`src/rtl/cam_trig_pkg.sv`:
```
// Shared types and default timing constants for the camera trigger generator.
// State encoding is fixed so status readout tools can decode it directly.
package cam_trig_pkg;

    typedef enum logic [1:0] {
        IDLE     = 2'd0,
        DELAY    = 2'd1,
        PULSE    = 2'd2,
        WAIT_RDY = 2'd3
    } state_t;

    localparam int          DROP_W              = 8;
    localparam int          TRIG_DELAY_DEF      = 16;
    localparam int          PULSE_LEN_DEF       = 1000;
    localparam int          RDY_SYNC_STAGES_DEF = 2;
    localparam int          CNT_W_DEF           = 16;
    localparam logic [23:0] TIMEOUT_CYC_DEF     = 24'd2_000_000;

    // Saturating increment for the dropped-trigger counter.
    function automatic logic [DROP_W-1:0] sat_inc(input logic [DROP_W-1:0] v);
        return (v == '1) ? v : v + 1'b1;
    endfunction

endpackage

```
`src/rtl/cam_trig_gen_if.sv`:
```
// Pipe/camera-side bundle of cam_trig_gen: trigger request, camera handshake and status.
// master = pixel pipe / camera side, slave = cam_trig_gen.
interface cam_trig_gen_if #(
    parameter int CNT_W = 16
);

    logic                             trig_in;
    logic                             f_frm;
    logic                             cam_rdy_async;
    logic                             cam_trig;
    logic                             rdy_pulse;
    logic                             busy;
    logic                             seq_start;
    logic [CNT_W-1:0]                 frame_cnt;
    logic [cam_trig_pkg::DROP_W-1:0]  drop_cnt;
    logic                             timeout;

    modport master (
        output trig_in, f_frm, cam_rdy_async,
        input  cam_trig, rdy_pulse, busy, seq_start, frame_cnt, drop_cnt, timeout
    );

    modport slave (
        input  trig_in, f_frm, cam_rdy_async,
        output cam_trig, rdy_pulse, busy, seq_start, frame_cnt, drop_cnt, timeout
    );

endinterface

```
`src/rtl/cam_trig_gen_sync_edge.sv`:
```
// sync_edge: multi-stage synchroniser for an asynchronous GPIO with a registered
// rising-edge pulse that is masked for STAGES+1 cycles after reset release.
module sync_edge #(
    parameter int STAGES = 2
) (
    input  logic clk,
    input  logic rst,
    input  logic din,
    output logic rise
);

    localparam int                MASK_W    = $clog2(STAGES + 2);
    localparam logic [MASK_W-1:0] MASK_INIT = MASK_W'(STAGES + 1);

    logic [STAGES-1:0] sync_q;
    logic              synced_q;
    logic [MASK_W-1:0] mask_cnt;

    // NOTE: state is updated with non-blocking assignments so every flop in the chain
    // samples its pre-edge neighbour; blocking here would collapse the synchroniser.
    always_ff @(posedge clk) begin
        if (rst) begin
            sync_q   <= '0;
            synced_q <= 1'b0;
            mask_cnt <= MASK_INIT;
            rise     <= 1'b0;
        end else begin
            sync_q   <= {sync_q[STAGES-2:0], din};
            synced_q <= sync_q[STAGES-1];
            rise     <= sync_q[STAGES-1] & ~synced_q & (mask_cnt == '0);
            if (mask_cnt != '0) begin
                mask_cnt <= mask_cnt - 1'b1;
            end
        end
    end

endmodule

```
`src/rtl/cam_trig_gen.sv`:
```
// Camera trigger generator: delayed fixed-length cam_trig per accepted trigger, then waits for camera ready.
// Optional feature macro CAM_TRIG_TIMEOUT_EN: abandon WAIT_RDY after TIMEOUT_CYC cycles and set sticky timeout.
module cam_trig_gen
    import cam_trig_pkg::*;
#(
    parameter int          TRIG_DELAY      = TRIG_DELAY_DEF,
    parameter int          PULSE_LEN       = PULSE_LEN_DEF,
    parameter int          RDY_SYNC_STAGES = RDY_SYNC_STAGES_DEF,
    parameter int          CNT_W           = CNT_W_DEF,
    parameter logic [23:0] TIMEOUT_CYC     = TIMEOUT_CYC_DEF
) (
    input logic           clk,
    input logic           rst,
    cam_trig_gen_if.slave bus
);

    // One shared down-counter serves both DELAY and PULSE; it only ever holds load-1 values.
    localparam int               TMR_MAX    = (TRIG_DELAY > PULSE_LEN) ? TRIG_DELAY : PULSE_LEN;
    localparam int               TMR_W      = (TMR_MAX > 1) ? $clog2(TMR_MAX) : 1;
    localparam logic [TMR_W-1:0] DELAY_LOAD = TMR_W'((TRIG_DELAY > 0) ? TRIG_DELAY - 1 : 0);
    localparam logic [TMR_W-1:0] PULSE_LOAD = TMR_W'(PULSE_LEN - 1);

    state_t            state, state_n;
    logic [TMR_W-1:0]  tmr, tmr_n;
    logic              trig_q, trig_edge, accept, rdy_rise, tout_hit;
    logic              cam_trig_q, seq_start_q, timeout_q;
    logic [CNT_W-1:0]  frame_cnt_q;
    logic [DROP_W-1:0] drop_cnt_q;

    sync_edge #(.STAGES(RDY_SYNC_STAGES)) u_rdy_sync (
        .clk  (clk),
        .rst  (rst),
        .din  (bus.cam_rdy_async),
        .rise (rdy_rise)
    );

    assign trig_edge = bus.trig_in & ~trig_q;

`ifdef CAM_TRIG_TIMEOUT_EN
    logic [23:0] tout_cnt;

    always_ff @(posedge clk) begin
        if (rst || state != WAIT_RDY) tout_cnt <= '0;
        else                          tout_cnt <= tout_cnt + 1'b1;
    end

    assign tout_hit = (state == WAIT_RDY) && (tout_cnt == TIMEOUT_CYC - 24'd1);
`else
    assign tout_hit = 1'b0;
`endif

    // NOTE: every signal written here gets a default first, so no branch can leave it
    // unassigned and infer a latch.
    always_comb begin
        state_n = state;
        tmr_n   = tmr;
        accept  = 1'b0;
        case (state)
            IDLE: begin
                if (trig_edge) begin
                    accept = 1'b1;
                    if (TRIG_DELAY == 0) begin
                        state_n = PULSE;
                        tmr_n   = PULSE_LOAD;
                    end else begin
                        state_n = DELAY;
                        tmr_n   = DELAY_LOAD;
                    end
                end
            end
            DELAY: begin
                if (tmr == '0) begin
                    state_n = PULSE;
                    tmr_n   = PULSE_LOAD;
                end else begin
                    tmr_n = tmr - 1'b1;
                end
            end
            PULSE: begin
                if (tmr == '0) state_n = WAIT_RDY;
                else           tmr_n   = tmr - 1'b1;
            end
            WAIT_RDY: begin
                if (rdy_rise || tout_hit) state_n = IDLE;
            end
            default: state_n = IDLE;
        endcase
    end

    always_ff @(posedge clk) begin
        if (rst) begin
            state       <= IDLE;
            tmr         <= '0;
            trig_q      <= 1'b1;
            cam_trig_q  <= 1'b0;
            seq_start_q <= 1'b0;
            frame_cnt_q <= '0;
            drop_cnt_q  <= '0;
            timeout_q   <= 1'b0;
        end else begin
            state       <= state_n;
            tmr         <= tmr_n;
            trig_q      <= bus.trig_in;
            cam_trig_q  <= (state_n == PULSE);
            seq_start_q <= accept & bus.f_frm;
            if (accept) begin
                frame_cnt_q <= bus.f_frm ? CNT_W'(1) : frame_cnt_q + 1'b1;
            end
            if (trig_edge && state != IDLE) begin
                drop_cnt_q <= sat_inc(drop_cnt_q);
            end
            if (tout_hit && !rdy_rise) begin
                timeout_q <= 1'b1;
            end
        end
    end

    assign bus.cam_trig  = cam_trig_q;
    assign bus.rdy_pulse = rdy_rise;
    assign bus.busy      = (state != IDLE);
    assign bus.seq_start = seq_start_q;
    assign bus.frame_cnt = frame_cnt_q;
    assign bus.drop_cnt  = drop_cnt_q;
    assign bus.timeout   = timeout_q;

endmodule
```
`src/flat_wrapper.sv`:
```
// flat-port wrapper written by rule: the top's interface ports become plain ports
module cam_trig_gen_flat import cam_trig_pkg::*;
#(
    parameter int          TRIG_DELAY      = TRIG_DELAY_DEF,
    parameter int          PULSE_LEN       = PULSE_LEN_DEF,
    parameter int          RDY_SYNC_STAGES = RDY_SYNC_STAGES_DEF,
    parameter int          CNT_W           = CNT_W_DEF,
    parameter logic [23:0] TIMEOUT_CYC     = TIMEOUT_CYC_DEF
)
  (clk, rst, bus_trig_in, bus_f_frm, bus_cam_rdy_async, bus_cam_trig, bus_rdy_pulse, bus_busy, bus_seq_start, bus_frame_cnt, bus_drop_cnt, bus_timeout);
  cam_trig_gen_if #(.CNT_W(CNT_W)) bus_i ();
  input logic clk;
  input logic rst;
  input wire logic [$bits(bus_i.trig_in)-1:0] bus_trig_in;
  input wire logic [$bits(bus_i.f_frm)-1:0] bus_f_frm;
  input wire logic [$bits(bus_i.cam_rdy_async)-1:0] bus_cam_rdy_async;
  output wire logic [$bits(bus_i.cam_trig)-1:0] bus_cam_trig;
  output wire logic [$bits(bus_i.rdy_pulse)-1:0] bus_rdy_pulse;
  output wire logic [$bits(bus_i.busy)-1:0] bus_busy;
  output wire logic [$bits(bus_i.seq_start)-1:0] bus_seq_start;
  output wire logic [$bits(bus_i.frame_cnt)-1:0] bus_frame_cnt;
  output wire logic [$bits(bus_i.drop_cnt)-1:0] bus_drop_cnt;
  output wire logic [$bits(bus_i.timeout)-1:0] bus_timeout;
  assign bus_i.trig_in = bus_trig_in;
  assign bus_i.f_frm = bus_f_frm;
  assign bus_i.cam_rdy_async = bus_cam_rdy_async;
  assign bus_cam_trig = bus_i.cam_trig;
  assign bus_rdy_pulse = bus_i.rdy_pulse;
  assign bus_busy = bus_i.busy;
  assign bus_seq_start = bus_i.seq_start;
  assign bus_frame_cnt = bus_i.frame_cnt;
  assign bus_drop_cnt = bus_i.drop_cnt;
  assign bus_timeout = bus_i.timeout;
  cam_trig_gen #(.TRIG_DELAY(TRIG_DELAY), .PULSE_LEN(PULSE_LEN), .RDY_SYNC_STAGES(RDY_SYNC_STAGES), .CNT_W(CNT_W), .TIMEOUT_CYC(TIMEOUT_CYC)) u_core (.clk(clk), .rst(rst), .bus(bus_i));
endmodule
```
`config.mk`:
```
export PLATFORM = sky130hd
export DESIGN_NAME = cam_trig_gen_flat
export DESIGN_NICKNAME = d
export VERILOG_FILES = /design/src/rtl/cam_trig_pkg.sv /design/src/rtl/cam_trig_gen_if.sv /design/src/rtl/cam_trig_gen_sync_edge.sv /design/src/rtl/cam_trig_gen.sv /design/src/flat_wrapper.sv
export SDC_FILE = /design/constraint.sdc
export NUM_CORES = 1
export LEC_CHECK = 0
export ABC_AREA = 0
export CAP_MARGIN = 30
export CORE_MARGIN = 2
export CORE_UTILIZATION = 42
export CTS_BUF_LIST = sky130_fd_sc_hd__clkbuf_8
export DETAILED_ROUTE_END_ITERATION = 16
export DONT_BUFFER_PORTS = 1
export PLACE_DENSITY = 0.61
export SLEW_MARGIN = 20
export SYNTH_ARGS = -nofsm -noshare
export SYNTH_HDL_FRONTEND = slang
export SYNTH_HIERARCHICAL = 1
export SYNTH_SLANG_ARGS = --single-unit
export TNS_END_PERCENT = 100
```
`constraint.sdc`:
```
create_clock -name clk -period 2.13 [get_ports clk]
set_clock_uncertainty 0.05 [all_clocks]
set_input_delay 0.3195 -clock clk [delete_from_list [all_inputs] [get_ports clk]]
set_output_delay 0.3195 -clock clk [all_outputs]
set_load 0.02 [all_outputs]
```
==> report_table.html <==
<table>
<tr><th>Metric</th><th>Value</th></tr>
<tr><th colspan="2">Status</th></tr>
<tr><td>Result of the run</td><td>finished, final reports clean</td></tr>
<tr><th colspan="2">Clocking</th></tr>
<tr><td>TritonCTS clock tree</td><td>built</td></tr>
<tr><td>Clock transition at the registers of the reported paths</td><td>around 80 ps</td></tr>
<tr><td>Hold Buf Count CTS</td><td>0</td></tr>
<tr><td>CTS root buffer</td><td>sky130_fd_sc_hd__clkbuf_8</td></tr>
<tr><td>Number of buffers inserted during clock tree synthesis</td><td>5</td></tr>
<tr><td>CTS sink count</td><td>45</td></tr>
<tr><td>Buffers inserted by post-CTS timing repair</td><td>0</td></tr>
<tr><td>Clock Latency Late Sink</td><td>about 290 ps</td></tr>
<tr><td>Max Buffers Root-to-Sink</td><td>2</td></tr>
<tr><td>Clock H-tree levels</td><td>2</td></tr>
<tr><th colspan="2">Global routing</th></tr>
<tr><td>Total gr overflow</td><td>0</td></tr>
<tr><td>Number of antenna violations at the first check in global routing</td><td>0</td></tr>
<tr><td>First-pass GRT wire length</td><td>8756 µm</td></tr>
<tr><td>Pin count of the biggest net entering global routing</td><td>28</td></tr>
<tr><td>All-layer global routing usage</td><td>17.66%</td></tr>
<tr><td>Number of global-route vias before repair</td><td>1803</td></tr>
<tr><th colspan="2">Placed design</th></tr>
<tr><td>Post-placement cell count</td><td>337</td></tr>
<tr><td>Placer congestion estimate</td><td>~0.83</td></tr>
<tr><td>DP Wirelength</td><td>3669 µm</td></tr>
<tr><td>Buffers added on ports</td><td>0</td></tr>
<tr><th colspan="2">Worst hold path</th></tr>
<tr><td>Hold Path Class</td><td>input port to register</td></tr>
<tr><td>Min-Delay Path Depth</td><td>1</td></tr>
<tr><th colspan="2">Pwr</th></tr>
<tr><td>Leakage power summed over all cells</td><td>1.011 nW</td></tr>
<tr><td>Max rail drop VDD</td><td>0.2971 mV</td></tr>
<tr><td>Power density over cell area</td><td>623.2 nW/µm²</td></tr>
<tr><td>Sum of internal, switching and leakage power</td><td>0.001608 W</td></tr>
<tr><th colspan="2">Setup path</th></tr>
<tr><td>Startpoint types</td><td>register</td></tr>
<tr><td>Data arrival time of the worst path</td><td>between 2000 and 2500 ps</td></tr>
<tr><td>Req. time, crit path</td><td>2230 ps</td></tr>
<tr><td>Delay of the slowest cell on the worst path</td><td>around 450 ps</td></tr>
<tr><td>Capturing element type of the critical path</td><td>register</td></tr>
<tr><td>Critical path, cell by cell</td><td>inv_1, ha_1, nor3b_2, and4_1, o311ai_0, a22oi_1</td></tr>
<tr><td>Largest fanout on the critical path</td><td>5</td></tr>
<tr><td>Critical Path Slowest Stage Cell</td><td>sky130_fd_sc_hd__o311ai_0</td></tr>
<tr><td>Worst setup path class</td><td>register to register</td></tr>
<tr><td>Cell depth of the worst flop-to-flop path</td><td>6</td></tr>
<tr><th colspan="2">Synthesis</th></tr>
<tr><td>Yosys warning total</td><td>6</td></tr>
<tr><td>Distinct cell type count after synthesis</td><td>between 50 and 60</td></tr>
<tr><td>Share of synthesized area occupied by flip-flops and latches</td><td>39.19%</td></tr>
<tr><td>Share of flip-flops with an asynchronous set or reset after synthesis</td><td>0%</td></tr>
<tr><td>Syn_nets</td><td>267</td></tr>
<tr><td>Synth Instances</td><td>254</td></tr>
<tr><td>Post-synth EDFFs</td><td>0</td></tr>
<tr><td>Synthesis-stage register bit count</td><td>45</td></tr>
<tr><td>Most instantiated flip-flop cell in the synthesis netlist</td><td>sky130_fd_sc_hd__dfxtp_1</td></tr>
<tr><td>Synthesized area per cell</td><td>9.049 µm²</td></tr>
<tr><td>Synthesized cell area</td><td>2298 µm²</td></tr>
<tr><th colspan="2">Drt</th></tr>
<tr><td>Via count normalized by instance count</td><td>5.629</td></tr>
<tr><td>Count of routing violations after the opening detailed-route iteration</td><td>about 140</td></tr>
<tr><td>Count of antenna-violating nets left after detailed routing</td><td>0</td></tr>
<tr><td>Detailed-route wire length per cell</td><td>14.84 µm</td></tr>
<tr><td>Total routed wirelength</td><td>5120 µm</td></tr>
<tr><td>DRC Markers</td><td>0</td></tr>
<tr><td>DR vias</td><td>1942</td></tr>
<tr><td>Number of detailed-route iterations in the first pass</td><td>4</td></tr>
<tr><th colspan="2">Die</th></tr>
<tr><td>Count of pins on the block boundary</td><td>34</td></tr>
<tr><td>Effective utilization at floorplan</td><td>approximately 44%</td></tr>
<tr><td>Core Box Area</td><td>5205 µm²</td></tr>
<tr><td>Die extent in x</td><td>77.98 µm</td></tr>
<tr><td>Y dimension of the die</td><td>77.98 µm</td></tr>
<tr><td>Count of standard-cell rows</td><td>26</td></tr>
<tr><td>Overall die area</td><td>between 6000 and 7000 µm²</td></tr>
<tr><th colspan="2">Finish</th></tr>
<tr><td>Area Growth Syn to Fin</td><td>12.25%</td></tr>
<tr><td>Cell Count, Final, Fillers Out</td><td>345</td></tr>
<tr><td>Count of filler cells inserted in the layout</td><td>522</td></tr>
<tr><td>Share of post-route cells with drive strength above 1</td><td>approximately 16%</td></tr>
<tr><td>Footprint of the multi-input gates</td><td>1287 µm²</td></tr>
<tr><td>Number of nets in the layout</td><td>around 290</td></tr>
<tr><td>Diodes inserted</td><td>0</td></tr>
<tr><td>Sequential cell area</td><td>900.9 µm²</td></tr>
<tr><th colspan="2">Run</th></tr>
<tr><td>Max-cap violations</td><td>0</td></tr>
<tr><th colspan="2">STA</th></tr>
<tr><td># setup viols final</td><td>0</td></tr>
<tr><td>RSZ-0062 raised after global routing</td><td>no</td></tr>
<tr><td>Hold Violations, Final</td><td>0</td></tr>
<tr><td>Final number of max-transition violations</td><td>0</td></tr>
<tr><td>Final sum of negative setup slack</td><td>0 ps</td></tr>
<tr><td>Final worst path period share</td><td>93.12%</td></tr>
<tr><td>Highest achievable clock rate</td><td>a little over 500 MHz</td></tr>
<tr><td>Min Tclk post-route</td><td>1983 ps</td></tr>
</table>
==> worst paths after layout <==
path                                    start                           to  slack, ps
setup reg to reg                u_core/tmr[0]          u_core/bus.cam_trig        150
hold reg to reg   u_core/u_rdy_sync/sync_q[0]  u_core/u_rdy_sync/sync_q[1]        390
hold / removal                            rst  u_core/u_rdy_sync/sync_q[0]         40
setup / recovery                u_core/tmr[0]          u_core/bus.cam_trig        150
==> flip-flops by register name, summed over array words and instances (netlist names) <==
register and count:
u_core/state 2, u_core/trig_q 1, u_core/bus.cam_trig 1, u_core/u_rdy_sync/rise 1
u_core/u_rdy_sync/synced_q 1, u_core/u_rdy_sync/sync_q 2, u_core/bus.frame_cnt 16, u_core/bus.seq_start 1
u_core/bus.drop_cnt 8, u_core/u_rdy_sync/mask_cnt 2, u_core/tmr 10
==> critical path, delay by kind of cell (launching register included) <==
kind,cells,cell delay (ps)
buffers and inverters,1,80
adder cells (fa/ha/maj),1,250
AND/OR/NAND/NOR,2,460
flip-flops,1,390
AO/OA/AOI/OAI,2,610
==> metal layers <==
layer | vias up | GRT usage (%) | wire length [µm]
met3 | 4 | 5.814 | 297
met4 | 0 | 5.439 | 46
met2 | 44 | 27.67 | 2385
met1 | 916 | 23.08 | 2390
li1 | 978 | - | -
met5 | - | 0 | 0
==> layout make-up <==
cell class              count  share of cell area, %
repair buffers             21                  6.111
clock buffers               5                  2.667
multi-input cells         185                  49.90
well taps                  70                  3.395
clock inverters             3                 0.6790
inverters                  16                  2.328
flip-flops and latches     45                  34.92
==> synthesized netlist by cell type, types with 3 or more instances <==
cell type	instances	area share, %
sky130_fd_sc_hd__dfxtp_1	45	39
sky130_fd_sc_hd__nor2_1	24	3.9
sky130_fd_sc_hd__inv_1	16	2.6
sky130_fd_sc_hd__xor2_1	13	5.0
sky130_fd_sc_hd__a21oi_1	12	2.6
sky130_fd_sc_hd__nand2_1	12	2.0
sky130_fd_sc_hd__nand4_1	11	3.0
sky130_fd_sc_hd__o211ai_1	10	3.3
sky130_fd_sc_hd__or4_1	9	2.9
sky130_fd_sc_hd__ha_1	8	4.4
sky130_fd_sc_hd__o31ai_1	8	2.6
sky130_fd_sc_hd__nand3_1	7	1.5
sky130_fd_sc_hd__nor2b_1	5	1.4
sky130_fd_sc_hd__o21ai_0	5	1.1
sky130_fd_sc_hd__and3_1	4	1.1
sky130_fd_sc_hd__a21o_1	3	0.98
sky130_fd_sc_hd__a31oi_1	3	0.82
sky130_fd_sc_hd__and2_1	3	0.82
sky130_fd_sc_hd__nand2b_1	3	0.82
==> cells by family after synthesis <==
| logic type | after synthesis | synth area share (%) |
|---|---|---|
| mux | 2 | 0.8710 |
| flops | 45 | 39.19 |
| buf+inv | 24 | 4.899 |
| fa+ha+maj | 8 | 4.355 |
| compound gates | 60 | 19.00 |
| other cells | 1 | 0.1632 |
| xor+xnor | 14 | 5.335 |
| simple gates | 100 | 26.18 |
==> stage by stage <==
step                instance area [µm²]  worst slack [ps]  utilization, %  hold slack (ps)
floorplan                          2298             211.1               -            339.8
global placement                   2491             166.2           47.86            344.3
detailed placement                 2491             83.65           47.86            346.1
CTS                                2577             50.78           49.52            23.81
global route                       2580             23.27           49.57            11.32
finish                             2580             146.6           49.57            40.15
==> power breakdown <==
group          internal [W]  switching (W)  total, W
sequential         0.000866      0.0000218  0.000888
combinational     0.0000878       0.000122  0.000210
clock              0.000227       0.000283  0.000510
==> cells in the final DEF, fill, tap and decap left out, drive strengths merged, types with 3 or more instances in the layout <==
cell type	Yosys	routed
o21ai	6	6
dfxtp	45	45
a21o	3	3
ha	8	8
or4	9	9
a21oi	13	13
and2	3	3
o31ai	8	8
nand2b	4	4
nor2b	6	6
xor2	13	13
o211ai	10	10
a31oi	3	3
nand2	12	12
clkbuf	2	5
nor2	24	24
and3	4	4
nand4	12	12
nor3b	3	3
buf	6	21
nand3	7	7
inv	16	16
==> what timing repair did <==
item,in CTS,in global routing
resized for setup,0,1
endpoints found under the setup margin,0,7
hold endpoints to repair,0,0
Power figures use the tool's default switching activity.
